[src/rtl/mips_pkg.sv]
// rtl/mips_pkg.sv - shared MIPS datapath address constants and types
// Used by the program counter, instruction memory and branch/jump adders.
package mips_pkg;

   localparam int ADDR_WIDTH = 16;
   localparam logic [ADDR_WIDTH-1:0] RESET_ADDR = 16'h0000;

   typedef logic [ADDR_WIDTH-1:0] addr_t;

endpackage : mips_pkg

[src/rtl/dff_rstn.sv]
// rtl/dff_rstn.sv - parameterised-width register, async active-low reset to INIT
// Shared by the program counter and the pipeline registers.
module dff_rstn #(
   parameter int               WIDTH = 1,
   parameter logic [WIDTH-1:0] INIT  = '0
) (
   input  logic             clk,
   input  logic             rst_n,
   input  logic [WIDTH-1:0] d,
   output logic [WIDTH-1:0] q
);

   logic [WIDTH-1:0] data_d;
   logic [WIDTH-1:0] data_q;

   always_comb begin
      data_d = d;
   end

   always_ff @(posedge clk or negedge rst_n) begin
      if (!rst_n) begin
         data_q <= INIT;
      end else begin
         data_q <= data_d;
      end
   end

   assign q = data_q;

endmodule : dff_rstn

[src/rtl/program_counter.sv]
// rtl/program_counter.sv - IF-stage program counter register
// Loads the upstream next-PC every rising edge; async reset returns to the boot address.
module program_counter #(
   parameter int                    ADDR_WIDTH = mips_pkg::ADDR_WIDTH,
   parameter logic [ADDR_WIDTH-1:0] RESET_ADDR = mips_pkg::RESET_ADDR
) (
   input  logic                  clock,
   input  logic                  reset,
   input  logic [ADDR_WIDTH-1:0] LoadValue,
   output logic [ADDR_WIDTH-1:0] OutputAddress
);

   logic [ADDR_WIDTH-1:0] pc_d;
   logic [ADDR_WIDTH-1:0] pc_q;

   // No enable or stall: the next-PC mux upstream decides everything.
   always_comb begin
      pc_d = LoadValue;
   end

   dff_rstn #(
      .WIDTH (ADDR_WIDTH),
      .INIT  (RESET_ADDR)
   ) u_pc_reg (
      .clk   (clock),
      .rst_n (reset),
      .d     (pc_d),
      .q     (pc_q)
   );

   assign OutputAddress = pc_q;

`ifndef SYNTHESIS
   logic seen_reset;

   always_ff @(posedge clock or negedge reset) begin
      if (!reset) begin
         seen_reset <= 1'b1;
      end
   end

   a_reset_value : assert property (@(posedge clock) !reset |-> (OutputAddress == RESET_ADDR));

   a_no_x_after_reset : assert property (@(posedge clock) disable iff (!reset)
      (seen_reset === 1'b1) |-> !$isunknown(OutputAddress));
`endif

endmodule : program_counter

[config.mk]
export PLATFORM = sky130hd
export DESIGN_NAME = program_counter
export DESIGN_NICKNAME = d
export VERILOG_FILES = /design/src/rtl/mips_pkg.sv /design/src/rtl/dff_rstn.sv /design/src/rtl/program_counter.sv
export SDC_FILE = /design/constraint.sdc
export NUM_CORES = 1
export LEC_CHECK = 0
export ABC_AREA = 1
export BUFFER_PORTS_ARGS = -buffer_cell sky130_fd_sc_hd__buf_2
export CAP_MARGIN = 15
export CORE_AREA = 3 3 40 42
export CTS_BUF_LIST = sky130_fd_sc_hd__clkbuf_8
export CTS_CLUSTER_SIZE = 40
export DETAILED_ROUTE_END_ITERATION = 7
export DIE_AREA = 0 0 43 45
export PLACE_DENSITY = 0.73
export SLEW_MARGIN = 20
export SYNTH_ARGS = -nofsm -noshare
export SYNTH_HDL_FRONTEND = slang
export SYNTH_HIERARCHICAL = 1
export SYNTH_SLANG_ARGS = --single-unit
[constraint.sdc]
create_clock -name clock -period 0.8 [get_ports clock]
set_clock_uncertainty 0.05 [all_clocks]
set_input_delay 0.16 -clock clock [delete_from_list [all_inputs] [get_ports clock]]
set_output_delay 0.16 -clock clock [all_outputs]
set_load 0.02 [all_outputs]
==> impl_metrics.py <==
metrics = {
    "floorplanning": {
        "ioPinCount": 34,
        "rows": 13,
        "die_h_um": 45,
        "core-area_um2": 1285,
        "dieWidth_um": 43,
        "start_util": 0.3116,
        "die-area_um2": 1935,
    },
    "pwr": {
        "power_density_nw_per_um2": 1877,
        "peakVddDrop_mv": 1.329,
        "finalPower_mw": 1.682,
        "p_leak_nw": 0.4427,
    },
    "place": {
        "gp_congestion": 0.5657,
        "placed_area_um2": 584.3,
        "portBuffers": 33,
        "pre_cts_slack_ns": 0.08402,
        "place_inst": 64,
    },
    "synthesis": {
        "syn_area_um2": 400.4,
        "synth_top_area_share": 1.000,
        "yosys-top-cells-count": "dfrtp_1",
        "yosysMostFrequentCell": "dfrtp_1",
        "postSynthCellCount": 16,
        "syn_area_per_cell_um2": 25.02,
        "synth_simple_gate_area_frac": 0,
        "synthTopCellsByArea": "dfrtp_1",
        "synth-seq-cells": 16,
        "synth_compound_area_frac": 0,
        "synth_enable_flop_cells": 0,
        "synth.distinct_cells": 1,
        "synthMuxAreaShare": 0,
        "yosys_warnings": 6,
        "synth_top_area_cell": "dfrtp_1",
        "synthXorXnorAreaFrac": 0,
        "synth_fa_ha_area_frac": 0,
        "synth_seq_area_share": 1.000,
        "synth_top_flop_cell": "dfrtp_1",
        "synth_nets": 34,
        "async_flop_share": 1.000,
    },
    "finish": {
        "nNetsFinal": 89,
        "fin_area_um2": 895.9,
        "drive_above_1_share": 0.5217,
        "num-multi-input-gates": 0,
        "final_cells": 84,
        "diodes": 0,
        "largest_register_ffs": 16,
        "area_growth_pct": 123.7,
        "final_util": 0.6972,
        "multiInputGateArea_um2": 0,
    },
    "timing": {
        "slew_violations": 0,
        "tightest_slew_ns": 0.3304,
        "hold_violations": 0,
        "slew_headroom": 0.7797,
        "hold_ws_ns": 0.3042,
        "finalSetupTns_ns": -2.321,
        "fin_crit_sh": 1.195,
        "fin_ws_ns": -0.1562,
        "rsz0062_at_grt": "yes",
        "fmax_ghz": 1.046,
        "finalSetupViolCount": 16,
        "finalCriticalPeriod_ns": 0.9562,
    },
    "global_route": {
        "overflow": 0,
        "grt_util_all_layers": 0.09915,
        "grt_antenna_before_repair": 0,
        "grt_max_degree": 17,
        "grt_pass1_wl_um": 1386,
        "grt_pass1_vias": 364,
    },
    "setup_path": {
        "endpoint": "OutputAddress[1]",
        "startpoint_type": "flop",
        "path_cells": "buf_6",
        "worst-path-max-fanout": 1,
        "slowest_stage": "dfrtp_1",
        "setup.worst_path.class": "reg -> out",
        "crit_buf_inv": 1,
        "critPathLaunch": "u_pc_reg/q[1]",
        "cp_data_required_time_ns": 0.59,
        "critical_path.top_delay_family": "flip-flops",
        "worst_setup_path_end_kind": "output pin",
        "cp.arrival_ns": 0.75,
        "slowest_delay_ns": 0.38,
        "path_depth": 1,
    },
    "outcome": {
        "status": "complete, but fails checks",
        "violations": "negative setup slack",
    },
    "flow_run": {
        "maxCapViolCount": 0,
    },
    "detailed_routing": {
        "num_vias": 323,
        "detail-route-antenna-nets": 0,
        "wl_um": 913,
        "drt_iter0_drc": 0,
        "wl_per_cell_um": 10.87,
        "firstDrtPassIters": 1,
        "vias_per_cell": 3.845,
        "drc": 0,
    },
    "clocking": {
        "cts_setup_buffers": 0,
        "cts.htree.levels": 1,
        "cts.clk_slew.worst_paths_ns": 0.05,
        "cts_buffers": 3,
        "cts_tree": "done",
        "cts.sinks": 16,
        "clock_path_buffers": 2,
        "cts_root_buf": "clkbuf_8",
    },
    "min_path": {
        "hold_path_class": "in -> async",
    },
}
[placed cells by master, fill, tap and decap left out]
| cell | instances |
|---|---|
| dlygate4sd3_1 | 17 |
| buf_2 | 17 |
| clkbuf_8 | 3 |
| buf_6 | 16 |
| dfrtp_1 | 16 |
[kinds of logic after synthesis]
logic type / count (synthesis)
flops: 16
[power by group]
group	leakage (nW)	total [mW]	internal (mW)	switching, mW
clock network	0.0216	0.550	0.332	0.218
logic	0.235	0.261	0.159	0.103
registers	0.186	0.870	0.851	0.0191
total	0.443	1.68	1.34	0.340
[per-layer routing]
layer	part of all wire	global-route usage	routed length [um]
met5	0	0	0
met4	0	0.03614	0
met1	0.33	0.09896	297
met3	0.080	0.02390	73
met2	0.59	0.1976	542
[worst min path at each step]
stage	start	endpoint	slack, ns	depth (start not counted)
floorplan	reset	u_pc_reg/q[0]	-0.19	0
global placement	reset	u_pc_reg/q[9]	0.03	1
detailed placement	reset	u_pc_reg/q[9]	0.03	1
CTS	reset	u_pc_reg/q[5]	0.31	2
global route	reset	u_pc_reg/q[5]	0.35	2
finish	reset	u_pc_reg/q[15]	0.30	2
[layout make-up]
type                  count  area (um2)
clock buffer              3       41.29
fill                     82       389.1
sequential               16       400.4
tap                      15       18.77
timing repair buffer     50       435.4
[what timing repair did]
item,CTS,global route
hold buffers,17,0
resized for setup,32,0
cloned,0,0
setup endpoints to repair,16,16
hold endpoints to repair,32,0
Power figures use the tool's default switching activity.
